<file path="src/rtl/ex_mem_stage.sv">
// EX/MEM pipeline register with branch resolution.
// Captures the ALU result, store data, branch target and control bundle, and
// registers the PC redirect decision computed from the ALU flags and funct3.
module ex_mem_stage #(
   parameter int unsigned n = 32
) (
   input  logic         clk,
   input  logic         rst,
   input  logic         stall,
   input  logic         flush,
   input  logic         ex_valid,
   input  logic [n-1:0] ex_alu_result,
   input  logic         ex_zflag,
   input  logic         ex_sflag,
   input  logic         ex_cflag,
   input  logic         ex_vflag,
   input  logic [n-1:0] ex_rs2_data,
   input  logic [n-1:0] ex_branch_target,
   input  logic [4:0]   ex_rd,
   input  logic         ex_reg_write,
   input  logic         ex_mem_read,
   input  logic         ex_mem_write,
   input  logic         ex_branch,
   input  logic         ex_jump,
   input  logic [2:0]   ex_funct3,
   output logic         mem_valid,
   output logic [n-1:0] mem_alu_result,
   output logic [n-1:0] mem_rs2_data,
   output logic [n-1:0] mem_branch_target,
   output logic [4:0]   mem_rd,
   output logic         mem_reg_write,
   output logic         mem_mem_read,
   output logic         mem_mem_write,
   output logic [2:0]   mem_funct3,
   output logic         mem_pc_src
);

   logic         valid_q,     valid_d;
   logic [n-1:0] alu_q,       alu_d;
   logic [n-1:0] rs2_q,       rs2_d;
   logic [n-1:0] target_q,    target_d;
   logic [4:0]   rd_q,        rd_d;
   logic         reg_write_q, reg_write_d;
   logic         mem_read_q,  mem_read_d;
   logic         mem_write_q, mem_write_d;
   logic [2:0]   funct3_q,    funct3_d;
   logic         pc_src_q,    pc_src_d;
   logic         br_cond;

   // Branch condition from the flags of A-B; cflag=1 means no borrow (A >= B unsigned)
   always_comb begin
      br_cond = 1'b0;
      case (ex_funct3)
         3'b000:  br_cond = ex_zflag;
         3'b001:  br_cond = ~ex_zflag;
         3'b100:  br_cond = ex_sflag ^ ex_vflag;
         3'b101:  br_cond = ~(ex_sflag ^ ex_vflag);
         3'b110:  br_cond = ~ex_cflag;
         3'b111:  br_cond = ex_cflag;
         default: br_cond = 1'b0;
      endcase
   end

   // Next-entry selection: flush inserts a bubble, stall holds, otherwise load qualified EX bundle
   always_comb begin
      valid_d     = valid_q;
      alu_d       = alu_q;
      rs2_d       = rs2_q;
      target_d    = target_q;
      rd_d        = rd_q;
      reg_write_d = reg_write_q;
      mem_read_d  = mem_read_q;
      mem_write_d = mem_write_q;
      funct3_d    = funct3_q;
      pc_src_d    = pc_src_q;
      if (flush) begin
         valid_d     = 1'b0;
         alu_d       = '0;
         rs2_d       = '0;
         target_d    = '0;
         rd_d        = '0;
         reg_write_d = 1'b0;
         mem_read_d  = 1'b0;
         mem_write_d = 1'b0;
         funct3_d    = '0;
         pc_src_d    = 1'b0;
      end else if (!stall) begin
         valid_d     = ex_valid;
         alu_d       = ex_alu_result;
         rs2_d       = ex_rs2_data;
         target_d    = ex_branch_target;
         rd_d        = ex_rd;
         reg_write_d = ex_valid & ex_reg_write & (ex_rd != 5'd0);
         mem_read_d  = ex_valid & ex_mem_read;
         mem_write_d = ex_valid & ex_mem_write;
         funct3_d    = ex_funct3;
         pc_src_d    = ex_valid & (ex_jump | (ex_branch & br_cond));
      end
   end

   // Pipeline register with synchronous reset taking priority over everything
   always_ff @(posedge clk) begin
      if (rst) begin
         valid_q     <= 1'b0;
         alu_q       <= '0;
         rs2_q       <= '0;
         target_q    <= '0;
         rd_q        <= '0;
         reg_write_q <= 1'b0;
         mem_read_q  <= 1'b0;
         mem_write_q <= 1'b0;
         funct3_q    <= '0;
         pc_src_q    <= 1'b0;
      end else begin
         valid_q     <= valid_d;
         alu_q       <= alu_d;
         rs2_q       <= rs2_d;
         target_q    <= target_d;
         rd_q        <= rd_d;
         reg_write_q <= reg_write_d;
         mem_read_q  <= mem_read_d;
         mem_write_q <= mem_write_d;
         funct3_q    <= funct3_d;
         pc_src_q    <= pc_src_d;
      end
   end

   assign mem_valid         = valid_q;
   assign mem_alu_result    = alu_q;
   assign mem_rs2_data      = rs2_q;
   assign mem_branch_target = target_q;
   assign mem_rd            = rd_q;
   assign mem_reg_write     = reg_write_q;
   assign mem_mem_read      = mem_read_q;
   assign mem_mem_write     = mem_write_q;
   assign mem_funct3        = funct3_q;
   assign mem_pc_src        = pc_src_q;

endmodule

</file>
<file path="config.mk">
export PLATFORM = sky130hd
export DESIGN_NAME = ex_mem_stage
export DESIGN_NICKNAME = d
export VERILOG_FILES = /design/src/rtl/ex_mem_stage.sv
export SDC_FILE = /design/constraint.sdc
export NUM_CORES = 1
export LEC_CHECK = 0
export BUFFER_PORTS_ARGS = -buffer_cell sky130_fd_sc_hd__buf_2
export CAP_MARGIN = 10
export CORE_UTILIZATION = 47
export CTS_BUF_LIST = sky130_fd_sc_hd__clkbuf_8 sky130_fd_sc_hd__clkbuf_16
export CTS_CLUSTER_DIAMETER = 60
export CTS_CLUSTER_SIZE = 25
export DETAILED_ROUTE_END_ITERATION = 10
export PLACE_DENSITY = 0.85
export RECOVER_POWER = 50
export SKIP_LAST_GASP = 1
export SYNTH_ARGS = -nofsm -noshare
export SYNTH_HDL_FRONTEND = slang
export SYNTH_SLANG_ARGS = --single-unit
</file>
<file path="constraint.sdc">
create_clock -name clk -period 1.24 [get_ports clk]
set_input_delay 0 -clock clk [delete_from_list [all_inputs] [get_ports clk]]
set_output_delay 0 -clock clk [all_outputs]
set_load 0.03 [all_outputs]
</file>
# --- Word level (Yosys, flattened, before mapping) ---
# Cells that the tools add are included.
totals:
  ff_bits: 109
  latchBits: 0
  ram_bits: 0
  romBits: 0
  in_bits: 118
  output_inout_bits: 109
  elab_cells: 30
  n_memories: 0
op_classes:
  addsub: 0
  multipliers: 0
  div_mod_pow: 0
  n_lt_le_gt_ge: 0
  eq_ne: 5
  shift: 0
  n_mux: 1
  bitwise: 11
  reduce_logical: 3
op_table:
  columns: ["op", "n"]
  rows:
  - ["3-bit equality test, second input constant", 4]
  - ["1-bit bitwise AND", 6]
  - ["1-bit case mux with 6 select lines", 1]
  - ["5-bit nonzero test", 1]
  - ["3-bit by 1-bit equality test with 1-bit output, second input constant", 1]
  - ["3-bit logical NOT", 1]
  - ["1-bit inverter", 3]
  - ["2-bit OR reduction", 1]
  - ["1-bit OR", 1]
  - ["1-bit XOR", 1]

# --- Logic depth before layout (Yosys ltp) ---
# Gate-level depths: netlist of run 1.
depth:
  ltp_word: 6
  depth_mapped: 4
  mapped_depth_nobuf: 3

# --- Least setup slack after synthesis of run 1 ---
# No wires, ideal clock.
synth_path:
  kind: "register to register"
  from: "reg mem_pc_src (netlist name)"
  to: "reg pc_src_q, in the netlist mem_pc_src"
  setup_ns: 0.084
  t_arrival_ns: 0.770
  path_slack_ns: 0.385
  stages_incl_launch_ff: 4
  n_path_buf: 0
  cell_sequence: "dfxtp_1 -> nand2_1 -> a21o_1 -> o31ai_2"
synth_rtl:
  columns: ["element", "line_no", "text"]
  rows:
  - ["to (signal assigned)", "124", "pc_src_q <= pc_src_d;"]
  - ["to (decl)", "47", "logic pc_src_q, pc_src_d;"]

# --- Final worst setup path of run 1 ---
layout_path:
  from: "in ex_rd[2]"
  to: "reg reg_write_q, in the netlist mem_reg_write"
layout_between:
  elab_chain_cells: 2
layout_rtl:
  columns: ["element", "line_no", "text"]
  rows:
  - ["from (decl)", "19", "input logic [4:0] ex_rd,"]
  - ["5-bit nonzero test", "93", "reg_write_d = ex_valid & ex_reg_write & (ex_rd != 5'd0);"]
  - ["1-bit bitwise AND", "93", null]
  - ["to (signal assigned)", "120", "reg_write_q <= reg_write_d;"]
  - ["to (decl)", "43", "logic reg_write_q, reg_write_d;"]
# Every way passes these cells.
# A chain may end at the register's enable or synchronous reset.

==> run metrics, run 1 <==
dpl hpwl=roughly 7300 microns; CTS resizes=0; f_max=between 700 and 800 MHz; I/O Buffers=about 230; Nets=810; antenna cells=0; Syn Inst Count=between 300 and 400; Cell Rows=32; Reg clk slew, reported paths=~90 ps; Seq cells post-synth=approximately 110; failing checks=setup timing; router iterations before antenna repair=4; die area=between 8000 and 9000 sq um; CTS Buf Count=9; routed len/inst=roughly 16 microns; post-route insts no fill=roughly 800; Crit Path Max Fanout=2; Startpoint Class=input port; FF-to-FF path depth=2; vias in the first global route=around 4300; Core Region=7888 sq um; kind of critical path=input port to flop; setup TNS=-14.67 ps; Sink Count=109; crit end category=flop; Final Hold Fails=0; Synth-to-Final Area Change=64.11%; initial antenna violation count=0; global-route wire length before repair=19750 microns; Cells after DPL=between 600 and 700; WP data required=between 1000 and 1500 ps; Ys Warns=0; I/O pin count=227; Avg Inst Size Synth=between 10 and 15 sq um; leak pwr=between 3 and 4 nW; outcome=finished, violations left; grt total ovfl=0; relative slew slack=51.54%; Hold Path Class=input port to flop; WP data arrival=~1500 ps; share of cells above drive strength 1=around a third; min Tclk post-route=roughly 1300 ps; Tcrit/Tclk final=101.2%; largest net degree at the start of global routing=58; Place WS=between 150 and 200 ps; Clk Latency, worst-skew pair=340 ps; DRT Wirelength=13090 microns; Tot Pwr=between 7 and 8 mW; initial drt markers=110; max-slew violations=0; H-Tree Depth=3; Power Density=approximately 1100 nW/um^2; Max clock buf depth=2; starting density of the core=about 50%; drc violations=0; Slew @ Worst Pin=727.0 ps; synth unique cells=23; VDD IR max=0.7445 mV; total global-route track usage=29.12%; Final WS setup=-14.67 ps; syn_nets=484; average vias per placed instance=about 5; RSZ-0062 raised after global routing=no; CTS tree=done; vias=between 4000 and 5000; area fraction of the dominant cell type after synthesis=55.88%; Die Y=between 90 and 100 microns; Netlist Area Pre-Place=between 3000 and 4000 sq um; Max-Cap Viols=0; Die X=93.15 microns; sequential share of the synthesized area=between 50% and 60%; area leader, netlist=dfxtp_1; clk_skew=0 ps; CTS Root Cell=clkbuf_8; post-CTS setup buffers=0; top cells by area, synth=dfxtp_1, mux2i_1, nor2_1; Antenna Nets Post-Route=0; # setup viols final=1; GP Congestion=0.7684; Hold Path Stages=3
==> area by class of cell <==
class,instances,area (sq um)
inverters,1,3.754
repair buffers,339,2290
fillers,447,1479
clock buffers,9,123.9
well taps,102,127.6
multi-input cells,232,1614
flip-flops and latches,109,2182
clock inverters,7,67.56
==> synthesized netlist by cell type <==
master	instances
a21boi_2	1
a21o_1	1
a21oi_1	2
a22oi_1	2
a31o_1	1
buf_1	1
buf_2	14
clkbuf_1	9
dfxtp_1	109
inv_1	1
mux2i_1	104
nand2_1	2
nand2b_1	2
nand3b_1	2
nor2_1	107
nor2b_1	1
o2111ai_1	1
o211ai_1	1
o21ba_1	1
o31ai_2	1
or2_1	1
or4_1	1
xnor3_1	1
==> path summary, 6_finish.rpt <==
| path | to | slack (ps) | start |
|---|---|---|---|
| worst max-delay path | mem_reg_write | -10 | ex_rd[2] |
| worst min-delay path | mem_reg_write | 50 | stall |
| worst max register to register | mem_alu_result[12] | 480 | mem_alu_result[12] |
| worst min register to register | mem_reg_write | 500 | mem_reg_write |
==> sequential cells by signal, indices dropped and copies added, names as in the netlist <==
| name | flops |
|---|---|
| mem_alu_result | 32 |
| mem_branch_target | 32 |
| mem_funct3 | 3 |
| mem_mem_read | 1 |
| mem_mem_write | 1 |
| mem_pc_src | 1 |
| mem_rd | 5 |
| mem_reg_write | 1 |
| mem_rs2_data | 32 |
| mem_valid | 1 |
==> where the power goes <==
group | switching [mW] | total, mW | internal [mW]
combinational | 0.669 | 1.31 | 0.643
sequential | 0.0630 | 3.68 | 3.61
clock | 1.15 | 2.08 | 0.926
total | 1.88 | 7.07 | 5.18
==> worst max-delay path, cell delays in order <==
cell	delay [ps]
dlygate4sd3_1	540
buf_2	130
or4_1	490
o211ai_1	210
a21oi_1	110
==> routing by layer <==
metal  GRT usage [%]  up-vias  wire length, microns
li1                -     1874                     -
met1           27.62     1883                  4677
met2           57.90      204                  7199
met3           5.528       50                   667
met4           15.64        0                   544
met5               0        -                     0
==> cell usage in the layout (no fill, tap or decap), types with 2 or more instances in the layout <==
cell type        n
a21oi_1          2
a22oi_1          2
buf_12           3
buf_2          222
clkbuf_1         3
clkbuf_8         9
clkinv_2         2
clkinvlp_4       2
dfxtp_1        109
dlygate4sd3_1  108
inv_1            2
mux2i_1        104
nand2_1          2
nand2b_1         2
nand3b_1         2
nor2_1         107
==> metrics by stage <==
| step | hold WS, ps | area (sq um) | util, % |
|---|---|---|---|
| floorplan | 143.9 | 3905 | - |
| global placement | 227.7 | 5152 | 65.32 |
| detailed placement | 237.4 | 5152 | 65.32 |
| CTS | 36.83 | 6425 | 81.46 |
| global route | 35.70 | 6409 | 81.25 |
| finish | 50.93 | 6409 | 81.25 |
==> logic make-up (layout without fill, tap and decap cells) <==
logic type / after synthesis / after routing / synth area share (%)
simple gates: 116 / 116 / 11.70
flops: 109 / 109 / 55.88
compound gates: 11 / 11 / 2.339
mux: 104 / 104 / 26.66
buf+inv: 25 / 356 / 2.851
xor+xnor: 1 / 1 / 0.5767
==> repair_timing <==
item / in CTS / in global routing
setup endpoints to repair: 0 / 0
hold endpoints to repair: 108 / 0
hold buffers: 108 / 0
Note: power is estimated with default switching activity, not from simulation.
==> run 2, diff against run 1 <==
Settings changed: MAX_ROUTING_LAYER set to met4.
==> run 2 against run 1 <==
The flow still finishes with violations (setup timing). Fmax rose by 0.32%. Cell count stayed put. Cell area unchanged. Largest power group unchanged. First-iteration DRC count grew 11%. Setup slack gained 4.0 ps. Clock-buffer cell count stayed put. Sequential power hardly changed. Wire length down 0.23%. Flip-flop and latch count is the same.
==> run metrics, run 2 (synthesized netlist as in run 1, its figures left out) <==
outcome=finished, violations left; failing checks=setup timing; Cell Rows=32; max-slew violations=0; leak pwr=3.324 nW; Antenna Nets Post-Route=0; commonest non-fill, non-tap cell in the layout=buf_2; initial drt markers=between 100 and 150; Nets=810; min Tclk post-route=roughly 1300 ps; clk_skew=0 ps; I/O Buffers=226; Final Hold Fails=0; CTS Root Cell=clkbuf_8; global-route wire length before repair=slightly below 20000 microns; kind of critical path=input port to flop; commonest cells after routing, fill and taps aside=buf_2, dfxtp_1, dlygate4sd3_1, nor2_1, mux2i_1; post-CTS setup buffers=0; Slew @ Worst Pin=slightly above 700 ps; CTS Buf Count=9; Reg clk slew, reported paths=~90 ps; crit end category=flop; die area=about 8700 sq um; critical path startpoint=ex_rd[2]; worst r2r src=mem_alu_result[12]; Max clock buf depth=2; Cells after DPL=slightly below 700; Largest stage delay, worst path=540 ps; largest net degree at the start of global routing=58; Place WS=about 170 ps; RSZ-0062 raised after global routing=no; Final WS setup=-10.70 ps; drc violations=0; Power Density=roughly 1100 nW/um^2; vias=about 4000; WP data required=~1500 ps; average vias per placed instance=between 4 and 5; Tot Pwr=a little over 7 mW; initial antenna violation count=0; Sink Count=around 110; Synth-to-Final Area Change=64.11%; Hold Path Class=input port to flop; routed len/inst=16.34 microns; Core Region=7888 sq um; CP cell instances=dlygate4sd3_1 -> buf_2 -> or4_1 -> o211ai_1 -> a21oi_1; HP Start=stall; H-Tree Depth=3; Startpoint Class=input port; WP data arrival=~1500 ps; relative slew slack=51.84%; grt total ovfl=0; Hold-fix buffers, CTS=about 110; slowest stage cell, crit path=dlygate4sd3_1; Tcrit/Tclk final=100.9%; Clk Latency, worst-skew pair=approximately 340 ps; Crit Path Max Fanout=2; total global-route track usage=29.96%; # setup viols final=1; vias in the first global route=between 4000 and 5000; DRT Wirelength=between 10000 and 15000 microns; starting density of the core=49.51%; antenna cells=0; GP Congestion=~0.78; CTS tree=done; dpl hpwl=between 7000 and 8000 microns; Die X=between 90 and 100 microns; post-route insts no fill=799; VDD IR max=about 0.75 mV; f_max=799.6 MHz; Fill cells=around 450; I/O pin count=around 230; router iterations before antenna repair=4; Die Y=between 90 and 100 microns; share of cells above drive strength 1=between 30% and 40%; Max-Cap Viols=0; CTS resizes=0
## run 2: cell counts in the layout (fill, tap and decap cells not counted)
No cell type changed its count.
## run 2: per-stage QoR
stage | util [%] | hold WS (ps) | TNS (ps) | instance area (sq um)
finish | 81.25 | 49.34 | -10.70 | 6409
global route | 81.25 | 35.70 | 0 | 6409
CTS | 81.46 | 36.83 | 0 | 6425
detailed placement | 65.32 | 237.4 | 0 | 5152
global placement | 65.32 | 227.7 | 0 | 5152
floorplan | - | 143.9 | 0 | 3905
## run 2: per-layer routing
layer / vias up / global-route usage, % / wire [microns] / share of wire (%)
li1: 1874 / - / - / -
met1: 1869 / 27.98 / 4711 / 36
met2: 194 / 57.78 / 7149 / 55
met3: 50 / 5.285 / 650 / 5.0
met4: 0 / 15.64 / 547 / 4.2
met5: - / - / 0 / 0
## run 2: worst max-delay path: cells and delay by family
family	cells	cell delay (ps)
compound gates	2	320
simple gates	1	490
buf+inv	2	670
## run 2: final timing paths
kind / to / slack [ps] / depth (start not counted)
min reg2reg: mem_reg_write / 500 / 2
max reg2reg: mem_alu_result[12] / 490 / 2
max: mem_reg_write / -10 / 5
min: mem_reg_write / 50 / 3
## run 2: area by class of cell
class	instances	area, sq um	share of cell area [%]
clock buffers	9	123.9	1.933
clock inverters	7	67.56	1.054
inverters	1	3.754	0.05857
multi-input cells	232	1614	25.19
flip-flops and latches	109	2182	34.05
well taps	102	127.6	1.991
repair buffers	339	2290	35.73
## run 2: where the power goes
| part | internal [mW] | switching [mW] | leakage, nW | total [mW] |
|---|---|---|---|---|
| sequential | 3.61 | 0.0626 | 0.888 | 3.68 |
| clock | 0.926 | 1.16 | 0.0964 | 2.08 |
| combinational | 0.643 | 0.669 | 2.34 | 1.31 |
| total | 5.18 | 1.89 | 3.32 | 7.07 |
